--- config.mk ---
export PLATFORM = sky130hd
export DESIGN_NAME = lsu_rmw
export DESIGN_NICKNAME = d
export VERILOG_FILES = /design/src/rtl/lsu_rmw.sv
export SDC_FILE = /design/constraint.sdc
export NUM_CORES = 1
export LEC_CHECK = 0
export CAP_MARGIN = 40
export CORE_MARGIN = 2
export CORE_UTILIZATION = 46
export DETAILED_ROUTE_END_ITERATION = 16
export PLACE_DENSITY = 0.81
export SYNTH_ARGS = -nofsm -noshare
export SYNTH_HDL_FRONTEND = slang
export SYNTH_SLANG_ARGS = --single-unit
export TNS_END_PERCENT = 1
--- constraint.sdc ---
create_clock -name clk -period 5 [get_ports clk]
set_input_delay 0.75 -clock clk [delete_from_list [all_inputs] [get_ports clk]]
set_output_delay 0.75 -clock clk [all_outputs]
set_load 0.05 [all_outputs]
--- src/rtl/lsu_rmw.sv ---
// lsu_rmw: byte-addressed load/store front end for the word-indexed data_mem.
// Sub-word stores run as read-modify-write. Loads are extracted and extended here.
module lsu_rmw #(
  parameter int unsigned MEM_WORDS = 101
) (
  input  logic        clk,
  input  logic        rst,
  input  logic        req_valid,
  input  logic        req_wr,
  input  logic [2:0]  req_nb,
  input  logic [31:0] req_addr,
  input  logic [31:0] req_wdata,
  output logic        req_ready,
  output logic        stall,
  output logic        resp_valid,
  output logic [31:0] resp_rdata,
  output logic        misalign,
  output logic        oob,
  output logic        mem_wr,
  output logic        mem_rd,
  output logic [2:0]  mem_nb,
  output logic [31:0] mem_addr,
  output logic [31:0] mem_wdata,
  input  logic [31:0] mem_rdata
);

  typedef enum logic [1:0] {IDLE, LD, RMW_RD, WR} state_t;

  state_t      state, state_nxt;

  // Captured request: only the byte offset, width code and low store bytes are
  // needed after accept; the word index lives in mem_addr and a full-word store
  // value goes straight into mem_wdata.
  logic [1:0]  off_q;
  logic [2:0]  nb_q;
  logic [15:0] wdata_q;

  logic [1:0]  off;
  logic        bad_nb, bad_align, err_mis, err_oob, accept, legal;
  logic [31:0] shifted, ld_val, ins_mask, ins_data, merged;

  assign mem_nb = 3'b010;

  // Request legality decode: misalignment/illegal encoding wins over range check
  always_comb begin
    off       = req_addr[1:0];
    bad_nb    = (req_nb == 3'b011) || (req_nb[2:1] == 2'b11) || (req_wr && req_nb[2]);
    bad_align = ((req_nb[1:0] == 2'b01) && off[0]) ||
                ((req_nb == 3'b010) && (off != 2'b00));
    err_mis   = bad_nb || bad_align;
    err_oob   = !err_mis && ({2'b00, req_addr[31:2]} >= 32'(MEM_WORDS));
    accept    = req_valid && (state == IDLE);
    legal     = accept && !err_mis && !err_oob;
  end

  // State register
  always_ff @(posedge clk or posedge rst) begin
    if (rst) state <= IDLE;
    else     state <= state_nxt;
  end

  // Next-state and memory strobes, decoded from the state register only
  always_comb begin
    state_nxt = state;
    req_ready = 1'b0;
    stall     = 1'b1;
    mem_rd    = 1'b0;
    mem_wr    = 1'b0;
    case (state)
      IDLE: begin
        req_ready = 1'b1;
        stall     = 1'b0;
        if (legal) begin
          if (!req_wr)                state_nxt = LD;
          else if (req_nb == 3'b010)  state_nxt = WR;
          else                        state_nxt = RMW_RD;
        end
      end
      LD: begin
        mem_rd    = 1'b1;
        state_nxt = IDLE;
      end
      RMW_RD: begin
        mem_rd    = 1'b1;
        state_nxt = WR;
      end
      WR: begin
        mem_wr    = 1'b1;
        state_nxt = IDLE;
      end
      default: state_nxt = IDLE;
    endcase
  end

  // Load extraction/extension and sub-word merge into the word just read
  always_comb begin
    shifted = mem_rdata >> {off_q, 3'b000};
    case (nb_q)
      3'b000:  ld_val = {{24{shifted[7]}}, shifted[7:0]};
      3'b100:  ld_val = {24'h0, shifted[7:0]};
      3'b001:  ld_val = {{16{shifted[15]}}, shifted[15:0]};
      3'b101:  ld_val = {16'h0, shifted[15:0]};
      default: ld_val = mem_rdata;
    endcase
    ins_mask = (nb_q[0] ? 32'h0000_FFFF : 32'h0000_00FF) << {off_q, 3'b000};
    ins_data = {16'h0, wdata_q} << {off_q, 3'b000};
    merged   = (mem_rdata & ~ins_mask) | (ins_data & ins_mask);
  end

  // Datapath registers: captured request, memory port, response and error pulses
  always_ff @(posedge clk or posedge rst) begin
    if (rst) begin
      off_q      <= '0;
      nb_q       <= '0;
      wdata_q    <= '0;
      mem_addr   <= '0;
      mem_wdata  <= '0;
      resp_valid <= 1'b0;
      resp_rdata <= '0;
      misalign   <= 1'b0;
      oob        <= 1'b0;
    end else begin
      resp_valid <= 1'b0;
      misalign   <= accept && err_mis;
      oob        <= accept && err_oob;
      if (legal) begin
        off_q    <= req_addr[1:0];
        nb_q     <= req_nb;
        wdata_q  <= req_wdata[15:0];
        mem_addr <= {2'b00, req_addr[31:2]};
        if (req_wr && (req_nb == 3'b010)) mem_wdata <= req_wdata;
      end
      if (state == LD) begin
        resp_valid <= 1'b1;
        resp_rdata <= ld_val;
      end
      if (state == RMW_RD) mem_wdata <= merged;
    end
  end

endmodule

==> results of run 1 <==
==> cells in the mapped netlist (all sizes together), types with 2 or more instances <==
master	number	share of area [%]
a22oi	14	1.7
o221ai	8	1.2
mux2	79	15
a21oi	65	5.4
inv	15	0.93
nor2	55	3.5
mux2i	25	4.1
o22ai	21	2.2
o211ai	2	0.25
nand2	36	2.2
conb	2	0.12
nor3	3	0.25
nor2b	26	2.7
nor4	7	0.97
o21ai	31	2.6
o31ai	2	0.25
nand2b	3	0.31
ha	4	0.83
nand3b	8	0.99
clkbuf	26	1.6
dfrtp	120	50
buf	20	1.8
==> worst reg2reg max path, stage by stage, from the launching register on <==
cell and delay [ps]:
dfrtp_1 800, nor2b_1 590, buf_4 280, mux2_2 340, a21oi_1 180, a21oi_1 100
mux2_1 290
==> report_power, final <==
group / internal [uW] / switching, uW / total (uW)
Sequential: 973 / 0.386 / 973
Combinational: 94.6 / 87.2 / 182
Clock: 900 / 454 / 1350
==> worst paths after layout <==
kind | startpoint | end | slack [ps]
worst max-delay path | req_addr[10] | mem_addr[1] | 2110
worst max register to register | nb_q[0] | mem_wdata[21] | 2300
worst min register to register | mem_wdata[10] | mem_wdata[10] | 490
worst min-delay path | mem_wdata[10] | mem_wdata[10] | 490
max in group asynchronous | rst | resp_rdata[9] | 3510
min in group asynchronous | rst | mem_addr[12] | 730
==> area by class of cell <==
class,instances,area [um2],share of cell area [%]
timing repair buffer,215,2170,24.4
tap,172,215,2.41
clock buffer,18,439,4.92
inverter,16,62.6,0.701
clock inverter,14,221,2.48
sequential,120,3000,33.6
multi-input combinational,405,2810,31.5
==> metrics by stage <==
| step | area [um2] | power (uW) | utilization, % |
|---|---|---|---|
| after global placement | 8180 | 1170 | 64.3 |
| after CTS | 8930 | 2530 | 70.2 |
| after global routing | 8930 | 2590 | 70.2 |
| final | 8930 | 2510 | 70.2 |
| after floorplan | 6070 | 1050 | - |
| after detailed placement | 8270 | 1170 | 65.0 |
==> sequential cells by signal, indices dropped and copies added (netlist names) <==
name / count
off_q: 2
mem_addr: 30
wdata_q: 16
state: 2
mem_wdata: 32
nb_q: 3
misalign: 1
resp_rdata: 32
resp_valid: 1
oob: 1
==> cells by family after synthesis <==
| family | synth area share (%) |
|---|---|
| mux | 19.2 |
| simple gates | 11.3 |
| flops | 49.6 |
| compound gates | 14.5 |
| other cells | 0.124 |
| buf+inv | 4.36 |
| fa+ha+maj | 0.827 |
==> layout by cell type, fill, tap and decap left out, types with 6 or more instances in the layout <==
cell and instances:
buf_4 9, clkbuf_16 17, inv_1 14, clkdlybuf4s50_1 203
nand2_1 36, dfrtp_1 120, a21oi_1 65, nor4_1 6
o21ai_0 31, mux2_1 29, mux2_2 50, clkinvlp_4 6
a22oi_1 14, nand3b_1 8, o22ai_1 21, o221ai_1 8
nor2b_1 26, mux2i_1 25, nor2_1 54
==> layer usage <==
metal	part of all wire [%]	GRT usage, %	wire (um)	up-vias
met2	48	42.0	8690	266
met1	42	33.5	7620	2566
li1	-	-	-	2459
met5	0	0	0	-
met4	2.2	9.60	403	0
met3	8.6	7.43	1570	34
==> results_tabular.tex, run 1 <==
\begin{tabular}{lr}
\hline
Metric & Value \\
\hline
\multicolumn{2}{l}{\textbf{STA}} \\
\quad Post-route fraction of the period consumed by the critical path & 57.9\% \\
\quad Min cycle time layout & just under 3000 ps \\
\quad Max-slew violation total from the final report & 0 \\
\quad Final hold slack & approximately 500 ps \\
\quad Transition time of the tightest slew-check pin & 715 ps \\
\quad Final TNS setup & 0 ps \\
\quad Post-layout worst setup margin & around 2100 ps \\
\quad Final-report setup violation count & 0 \\
\quad Maximum clock skew at final layout & 5.79 ps \\
\quad Max-Slew Margin vs Limit & between 50\% and 60\% \\
\quad Setup repair after global routing missed its margin & no \\
\quad Peak clock frequency supported by timing & 346 MHz \\
\quad Fin. Hold Viols & 0 \\
\multicolumn{2}{l}{\textbf{Detailed routing}} \\
\quad Number of DRC markers in iteration 0 & $\sim$530 \\
\quad Post-detailed-route wirelength per cell & approximately 19 um \\
\quad Number of vias after detailed routing & 5325 \\
\quad Vias per inst & 5.55 \\
\quad \# DRC & 0 \\
\quad Final routed wirelength across all metal layers & 18.3 mm \\
\quad Antenna Nets Post-Route & 0 \\
\quad First-pass iteration count of the detailed router & 6 \\
\multicolumn{2}{l}{\textbf{Worst setup path}} \\
\quad Stages on the worst setup path & 6 \\
\quad Critical-path cell with the highest stage delay & buf\_4 \\
\quad Setup crit start kind & input pin \\
\quad Family of cells with the greatest summed delay on the critical path & buffers and inverters \\
\quad Number of buffer and inverter instances along the worst setup path & 2 \\
\quad Critical-path maximum fanout & 58 \\
\quad Largest incremental delay on the critical path & 610 ps \\
\quad Type of the worst setup path & input pin to flip-flop \\
\quad Cells along the critical path & clkdlybuf4s50\_1 > nor4\_1 > nand4\_1 > nor4\_4 > buf\_4 > mux2\_2 \\
\quad Reg2reg path depth & 6 \\
\quad Worst Path Arrival & 3190 ps \\
\quad Required arrival time at the worst endpoint & roughly 5300 ps \\
\quad Type of element capturing the critical path & flip-flop \\
\multicolumn{2}{l}{\textbf{Clock tree}} \\
\quad CTS Hold Bufs & 0 \\
\quad Number of setup buffers added after CTS & 0 \\
\quad \# H-tree levels & 4 \\
\quad Number of resized instances in the post-cts repair step & 0 \\
\quad Clock tree buffer depth & 2 \\
\quad Clock-pin slew on the worst setup and hold paths & 60 ps \\
\quad Clock Root Buffer & clkbuf\_16 \\
\quad Latest clock arrival within the worst-skew pair & 410 ps \\
\quad Number of sinks on the clock net & 120 \\
\quad Clock tree from TritonCTS & built \\
\quad Cts bufs inserted & 17 \\
\multicolumn{2}{l}{\textbf{Synthesis}} \\
\quad Post-synth EDFFs & 0 \\
\quad Number of unique standard cell types used by synthesis & 39 \\
\quad Sequential element share of the synthesized area & 49.6\% \\
\quad Syn Std Cell Area & 0.00605 mm2 \\
\quad Cell count after synthesis & $\sim$580 \\
\quad Flop and latch count out of synthesis & 120 \\
\quad Count of warnings emitted by yosys & 0 \\
\quad Post-Synthesis Mean Instance Area & 10.4 um2 \\
\quad Post-synth top flop & dfrtp\_1 \\
\quad Asr flop ratio synth & 100\% \\
\multicolumn{2}{l}{\textbf{Placed design}} \\
\quad Number of port buffers & 203 \\
\quad Setup slack at placement & 1630 ps \\
\quad HPWL Detailed & 13.5 mm \\
\quad Cell count after placement & 928 \\
\quad Final weighted congestion of routability-driven global placement & 0.872 \\
\multicolumn{2}{l}{\textbf{Floorplan}} \\
\quad Vert. Die Dim & 119 um \\
\quad Area of the die & about 0.014 mm2 \\
\quad Std cell rows & 41 \\
\quad Area inside the core boundary & 0.0127 mm2 \\
\quad Horiz. Die Dim & approximately 120 um \\
\quad Initial core utilization & 47.6\% \\
\quad Number of placed I/O pins & 209 \\
\multicolumn{2}{l}{\textbf{Final layout}} \\
\quad Final cell count without fillers & 960 \\
\quad Share of post-route cells with drive strength above 1 & 12.8\% \\
\quad Nets & 882 \\
\quad Fill cell count & 963 \\
\quad Area growth, synth to finish & 47.5\% \\
\quad Ant diodes & 0 \\
\multicolumn{2}{l}{\textbf{Global routing}} \\
\quad Wire length of the first global-routing pass & 28.7 mm \\
\quad Initial antenna violation count & 0 \\
\quad Pin count of the biggest net entering global routing & 59 \\
\quad Number of global-route vias before repair & 5525 \\
\quad Total grt overflow & 0 \\
\quad Overall global routing resource usage & 26.1\% \\
\multicolumn{2}{l}{\textbf{Power and ir drop}} \\
\quad IR drop worst, VDD & 0.256 mV \\
\quad Power density over cell area & 281 mW/mm2 \\
\quad Leakage power & just under 0.004 uW \\
\multicolumn{2}{l}{\textbf{Min path}} \\
\quad Hold Path Depth & 1 \\
\quad Class of the tightest hold or removal check & flip-flop to flip-flop \\
\multicolumn{2}{l}{\textbf{Status}} \\
\quad Run status & finished clean \\
\multicolumn{2}{l}{\textbf{Flow run}} \\
\quad Number of maximum-capacitance violations & 0 \\
\hline
\end{tabular}
(Power assumes the default switching activity.)
==> run 2, diff against run 1 <==
Settings changed: CORE_UTILIZATION 46 to 41, PLACE_DENSITY 0.81 to 0.76.
Clock period 5 ns to 2.3 ns, I/O delays scaled along.
==> results_tabular.tex, run 2 (same netlist as run 1, synthesis figures left out) <==
\begin{tabular}{lr}
\hline
Metric & Value \\
\hline
\multicolumn{2}{l}{\textbf{Status}} \\
\quad Run status & finished clean \\
\multicolumn{2}{l}{\textbf{Global routing}} \\
\quad Wire length of the first global-routing pass & a little under 30 mm \\
\quad Pin count of the biggest net entering global routing & 121 \\
\quad Overall global routing resource usage & 24.0\% \\
\quad Total grt overflow & 0 \\
\quad Met2 global-route usage & between 30\% and 40\% \\
\quad Met3 Usage GRT & 7.92\% \\
\quad Most Crowded Layer GR & met2 \\
\quad Initial antenna violation count & 0 \\
\quad Met1 routing resource usage after global routing & 31.8\% \\
\quad Number of global-route vias before repair & 5495 \\
\multicolumn{2}{l}{\textbf{Clock tree}} \\
\quad Cts bufs inserted & 17 \\
\quad Clock Root Buffer & clkbuf\_16 \\
\quad Number of setup buffers added after CTS & 0 \\
\quad Clock-pin slew on the worst setup and hold paths & 60 ps \\
\quad Clock tree buffer depth & 2 \\
\quad Number of sinks on the clock net & between 100 and 150 \\
\quad Latest clock arrival within the worst-skew pair & between 400 and 500 ps \\
\quad \# H-tree levels & 4 \\
\quad Clock tree from TritonCTS & built \\
\multicolumn{2}{l}{\textbf{Worst setup path}} \\
\quad Largest incremental delay on the critical path & slightly above 400 ps \\
\quad Setup crit start kind & flip-flop \\
\quad Required arrival time at the worst endpoint & 2610 ps \\
\quad Critical-path cell with the highest stage delay & dfrtp\_1 \\
\quad Number of buffer and inverter instances along the worst setup path & 2 \\
\quad FF-to-FF End & mem\_addr[0] \\
\quad Worst setup path endpoint & mem\_addr[0] \\
\quad Stages on the worst setup path & 7 \\
\quad Type of element capturing the critical path & flip-flop \\
\quad Critical-path maximum fanout & 30 \\
\quad Cells along the critical path & inv\_1 > ha\_1 > nand2\_1 > o21bai\_1 > nor4\_4 > buf\_4 > mux2\_2 \\
\quad Register-to-register path setup slack & 120 ps \\
\quad Family of cells with the greatest summed delay on the critical path & buffers and inverters \\
\quad Worst flop-to-flop path startpoint & state[1] \\
\quad Type of the worst setup path & flip-flop to flip-flop \\
\quad Worst Path Arrival & 2480 ps \\
\quad Reg2reg path depth & 7 \\
\quad Start point of the critical path & state[1] \\
\multicolumn{2}{l}{\textbf{Final layout}} \\
\quad Area growth, synth to finish & 48.1\% \\
\quad Top Registers & mem\_wdata (32), resp\_rdata (32), mem\_addr (30) \\
\quad Core utilization of the finished layout & 61.9\% \\
\quad Fill cell count & $\sim$1200 \\
\quad Ant diodes & 0 \\
\quad Most common cell after layout, fill and taps aside & clkdlybuf4s50\_1 \\
\quad Nets & about 900 \\
\quad Share of post-route cells with drive strength above 1 & 14.7\% \\
\quad Most frequent cells in the layout & 200 x clkdlybuf4s50\_1, 120 x dfrtp\_1, 65 x a21oi\_1, 54 x nor2\_1, 50 x mux2\_2 \\
\multicolumn{2}{l}{\textbf{Detailed routing}} \\
\quad Antenna Nets Post-Route & 0 \\
\quad Number of DRC markers in iteration 0 & 427 \\
\quad First-pass iteration count of the detailed router & 5 \\
\quad Post-detailed-route wirelength per cell & 18.9 um \\
\quad \# DRC & 0 \\
\quad Final routed wirelength across all metal layers & roughly 19 mm \\
\quad Number of vias after detailed routing & 5388 \\
\quad Vias per inst & 5.45 \\
\multicolumn{2}{l}{\textbf{STA}} \\
\quad Min cycle time layout & 2180 ps \\
\quad Final-report setup violation count & 0 \\
\quad Post-route fraction of the period consumed by the critical path & 94.6\% \\
\quad Final hold slack & 459 ps \\
\quad Max-Slew Margin vs Limit & 51.3\% \\
\quad Maximum clock skew at final layout & 7.40 ps \\
\quad Fin. Hold Viols & 0 \\
\quad Peak clock frequency supported by timing & 460 MHz \\
\quad Setup repair after global routing missed its margin & no \\
\quad Max-slew violation total from the final report & 0 \\
\quad Transition time of the tightest slew-check pin & 731 ps \\
\multicolumn{2}{l}{\textbf{Floorplan}} \\
\quad Std cell rows & between 40 and 50 \\
\quad Area of the die & 0.0158 mm2 \\
\quad Initial core utilization & between 40\% and 50\% \\
\quad Area inside the core boundary & between 0.01 and 0.015 mm2 \\
\quad Number of placed I/O pins & 209 \\
\quad Horiz. Die Dim & approximately 130 um \\
\quad Vert. Die Dim & 126 um \\
\multicolumn{2}{l}{\textbf{Power and ir drop}} \\
\quad IR drop worst, VDD & 0.462 mV \\
\quad Leakage power & 0.00394 uW \\
\quad Power density over cell area & 572 mW/mm2 \\
\multicolumn{2}{l}{\textbf{Placed design}} \\
\quad Final weighted congestion of routability-driven global placement & 0.894 \\
\quad HPWL Detailed & 13.8 mm \\
\quad Number of port buffers & 203 \\
\multicolumn{2}{l}{\textbf{Min path}} \\
\quad Class of the tightest hold or removal check & input pin to asynchronous set/reset pin \\
\multicolumn{2}{l}{\textbf{Flow run}} \\
\quad Number of maximum-capacitance violations & 0 \\
\hline
\end{tabular}
==> run 2: cell types whose count changed in the layout (fill, tap and decap cells not counted), sizes merged <==
| cell | before | now |
|---|---|---|
| buf | 12 | 29 |
| inv | 17 | 24 |
| bufinv | 5 | 1 |
| clkdlybuf4s50 | 203 | 200 |
| clkinvlp | 6 | 3 |
| dlygate4sd2 | 0 | 2 |
| clkbuf | 18 | 17 |
| clkinv | 2 | 3 |
==> run 2: final cells by class <==
cell class                      count  area, um2  share of cell area [%]
Clock inverter                     15        155                    1.73
Inverter                           16       63.8                   0.711
Tap cell                          184        230                    2.57
Multi-Input combinational cell    405       2810                    31.4
Sequential cell                   120       3000                    33.5
Timing Repair Buffer              231       2280                    25.4
Clock buffer                       17        425                    4.74
==> run 2: routing by layer <==
metal  up-vias  part of all wire, %
li1       2494                    -
met1      2610                   43
met2       258                   47
met3        26                  9.0
met4         0                  1.6
met5         -                    0
==> run 2: power by group <==
group | total, uW | internal [uW] | switching [uW]
combinational | 409 | 215 | 195
clock | 2600 | 1530 | 1080
sequential | 2110 | 2110 | 0.638
==> run 2: stage by stage <==
step / power (uW) / instances / area [um2] / setup WS, ps / TNS (ps)
2_1_floorplan: 2290 / 587 / 6070 / -89.5 / -2530
3_3_place_gp: 2550 / 956 / 8390 / -262 / -12890
3_5_place_dp: 2560 / 956 / 8390 / -324 / -16440
4_1_cts: 5190 / 988 / 8960 / 103 / 0
5_1_grt: 5300 / 988 / 8970 / 9.58 / 0
6_report: 5130 / 988 / 8970 / 124 / 0
==> run 2: worst min-delay path by stage <==
stage,start,to,slack (ps),depth (start not counted)
6_report,rst,mem_wdata[16],460,3
3_3_place_gp,mem_wdata[31],mem_wdata[31],480,1
3_5_place_dp,mem_wdata[9],mem_wdata[9],480,1
2_1_floorplan,req_nb[0],nb_q[0],460,2
5_1_grt,req_valid,misalign,480,3
4_1_cts,req_valid,misalign,460,3
==> run 2: worst min-delay path, stage by stage <==
cell and delay, ps:
clkdlybuf4s50_1 440, clkinvlp_4 100, buf_12 460
==> run 2: repair_timing <==
item                       4_1_cts  5_1_grt
pin swaps                        0        1
setup endpoints to repair        2       20
hold buffers                     0        0
cloned                           0        0
gates resized for setup          2        1
==> run 3, diff against run 2 <==
Settings changed: CORE_MARGIN 2 to unset, REMOVE_ABC_BUFFERS set to 1.
==> results_tabular.tex, run 3 (same netlist as run 1, synthesis figures left out) <==
\begin{tabular}{lr}
\hline
Metric & Value \\
\hline
\multicolumn{2}{l}{\textbf{Power and ir drop}} \\
\quad Leakage power & roughly 0.004 uW \\
\quad Power density over cell area & 571 mW/mm2 \\
\quad IR drop worst, VDD & about 0.43 mV \\
\quad Power after layout & 5180 uW \\
\multicolumn{2}{l}{\textbf{Detailed routing}} \\
\quad Antenna Nets Post-Route & 0 \\
\quad Final routed wirelength across all metal layers & 18.4 mm \\
\quad Post-detailed-route wirelength per cell & 18.4 um \\
\quad \# DRC & 0 \\
\quad Number of DRC markers in iteration 0 & 371 \\
\quad Number of vias after detailed routing & 5413 \\
\quad Vias per inst & around 5.4 \\
\quad First-pass iteration count of the detailed router & 5 \\
\multicolumn{2}{l}{\textbf{Worst setup path}} \\
\quad Worst Path Arrival & 2500 ps \\
\quad Reg2reg path depth & 8 \\
\quad FF-to-FF End & mem\_wdata[20] \\
\quad Register-to-register path setup slack & 90 ps \\
\quad Worst flop-to-flop path startpoint & state[0] \\
\quad Setup crit start kind & flip-flop \\
\quad Type of element capturing the critical path & flip-flop \\
\quad Required arrival time at the worst endpoint & 2590 ps \\
\quad Type of the worst setup path & flip-flop to flip-flop \\
\quad Critical-path maximum fanout & 32 \\
\multicolumn{2}{l}{\textbf{STA}} \\
\quad Fin. Hold Viols & 0 \\
\quad Final-report setup violation count & 0 \\
\quad Min cycle time layout & 2210 ps \\
\quad Maximum clock skew at final layout & 5.40 ps \\
\quad Post-layout worst setup margin & 94.9 ps \\
\quad Max-Slew Margin vs Limit & 47.4\% \\
\quad Transition time of the tightest slew-check pin & approximately 790 ps \\
\quad Setup repair after global routing missed its margin & yes \\
\quad Peak clock frequency supported by timing & 453 MHz \\
\quad Max-slew violation total from the final report & 0 \\
\quad Post-route fraction of the period consumed by the critical path & 95.9\% \\
\multicolumn{2}{l}{\textbf{Floorplan}} \\
\quad Horiz. Die Dim & approximately 120 um \\
\quad Area inside the core boundary & around 0.014 mm2 \\
\quad Std cell rows & 44 \\
\quad Initial core utilization & 41.8\% \\
\quad Area of the die & around 0.015 mm2 \\
\quad Vert. Die Dim & 124 um \\
\quad Number of placed I/O pins & about 210 \\
\multicolumn{2}{l}{\textbf{Placed design}} \\
\quad Placed instance area & approximately 0.0085 mm2 \\
\quad Number of port buffers & 203 \\
\quad HPWL Detailed & around 13 mm \\
\quad Setup slack at placement & -321 ps \\
\quad Final weighted congestion of routability-driven global placement & 0.853 \\
\multicolumn{2}{l}{\textbf{Global routing}} \\
\quad Number of global-route vias before repair & around 5600 \\
\quad Overall global routing resource usage & between 20 and 30\% \\
\quad Wire length of the first global-routing pass & 28.5 mm \\
\quad Pin count of the biggest net entering global routing & 62 \\
\quad Total grt overflow & 0 \\
\quad Initial antenna violation count & 0 \\
\multicolumn{2}{l}{\textbf{Final layout}} \\
\quad Share of post-route cells with drive strength above 1 & 15.7\% \\
\quad Core utilization of the finished layout & 62.6\% \\
\quad Ant diodes & 0 \\
\quad Area growth, synth to finish & 49.8\% \\
\quad Top Registers & mem\_wdata (32), resp\_rdata (32), mem\_addr (30) \\
\quad Nets & 907 \\
\quad Most common cell after layout, fill and taps aside & clkdlybuf4s50\_1 \\
\quad Final design instance area without fill & 0.00907 mm2 \\
\quad Fill cell count & $\sim$1100 \\
\quad Most frequent cells in the layout & 200 x clkdlybuf4s50\_1, 119 x dfrtp\_1, 65 x a21oi\_1, 54 x nor2\_1, 50 x mux2\_2 \\
\multicolumn{2}{l}{\textbf{Status}} \\
\quad Run status & finished clean \\
\multicolumn{2}{l}{\textbf{Min path}} \\
\quad Class of the tightest hold or removal check & input pin to asynchronous set/reset pin \\
\multicolumn{2}{l}{\textbf{Clock tree}} \\
\quad Clock Root Buffer & clkbuf\_16 \\
\quad Latest clock arrival within the worst-skew pair & 420 ps \\
\quad Number of setup buffers added after CTS & 0 \\
\quad \# H-tree levels & 4 \\
\quad Cts bufs inserted & 17 \\
\quad CTS Hold Bufs & 0 \\
\quad Clock tree from TritonCTS & built \\
\quad Clock-pin slew on the worst setup and hold paths & 50 ps \\
\quad Clock tree buffer depth & 2 \\
\quad Number of sinks on the clock net & 120 \\
\multicolumn{2}{l}{\textbf{Flow run}} \\
\quad Number of maximum-capacitance violations & 0 \\
\hline
\end{tabular}
## run 3: cell types whose count changed in the layout (fill, tap and decap cells not counted), moves of 3 or more
cell	delta
buf_4	+9
clkinvlp_4	-3
clkinv_2	+4
inv_6	-8
clkbuf_8	+6
## run 3: cell type report
cell class                 instances  area, um2  area share (%)
clock buffer                      25        515            5.68
tap                              184        230            2.54
multi-input combinational        405       2820            31.1
clock inverter                     7       88.8           0.980
timing repair buffer             240       2350            25.9
inverter                          16       62.6           0.690
sequential                       120       3000            33.1
## run 3: worst max path at each step
stage / from / to
floorplan: state[0] / mem_wdata[0]
global placement: req_addr[25] / wdata_q[4]
detailed placement: req_addr[9] / mem_addr[6]
CTS: state[1] / mem_addr[6]
global route: req_addr[9] / mem_wdata[30]
finish: state[0] / mem_wdata[20]
## run 3: power breakdown
part           internal (uW)  switching (uW)  total, uW
Clock                   1760             912       2670
Sequential              2120           0.637       2120
Combinational            217             175        392
Total                   4090            1090       5180
## run 3: routing by layer
| metal | global-route usage (%) | wire [um] |
|---|---|---|
| met5 | 0 | 0 |
| met4 | 14.0 | 676 |
| met3 | 8.30 | 1500 |
| met2 | 38.8 | 8650 |
| met1 | 31.0 | 7540 |
## run 3: worst max-delay path, stage by stage, from the launching register on
cell and delay (ps):
dfrtp_1 400, inv_1 130, ha_2 220, nand2_1 70, o21bai_1 220, nor4_4 310, a41oi_4 170, buf_12 220
mux2_1 330
## run 3: metrics by stage
stage / hold WS (ps) / cells / setup TNS, ps
CTS: 379 / 997 / 0
global route: 396 / 997 / -0.00977
finish: 365 / 997 / 0
detailed placement: 481 / 965 / -20970
floorplan: 462 / 541 / -284640
global placement: 475 / 965 / -15610
## run 3: what timing repair did
item	in CTS	in global routing
endpoints found under the setup margin	2	41
gates cloned	0	0
gates resized for setup	2	3
pin swaps	0	1
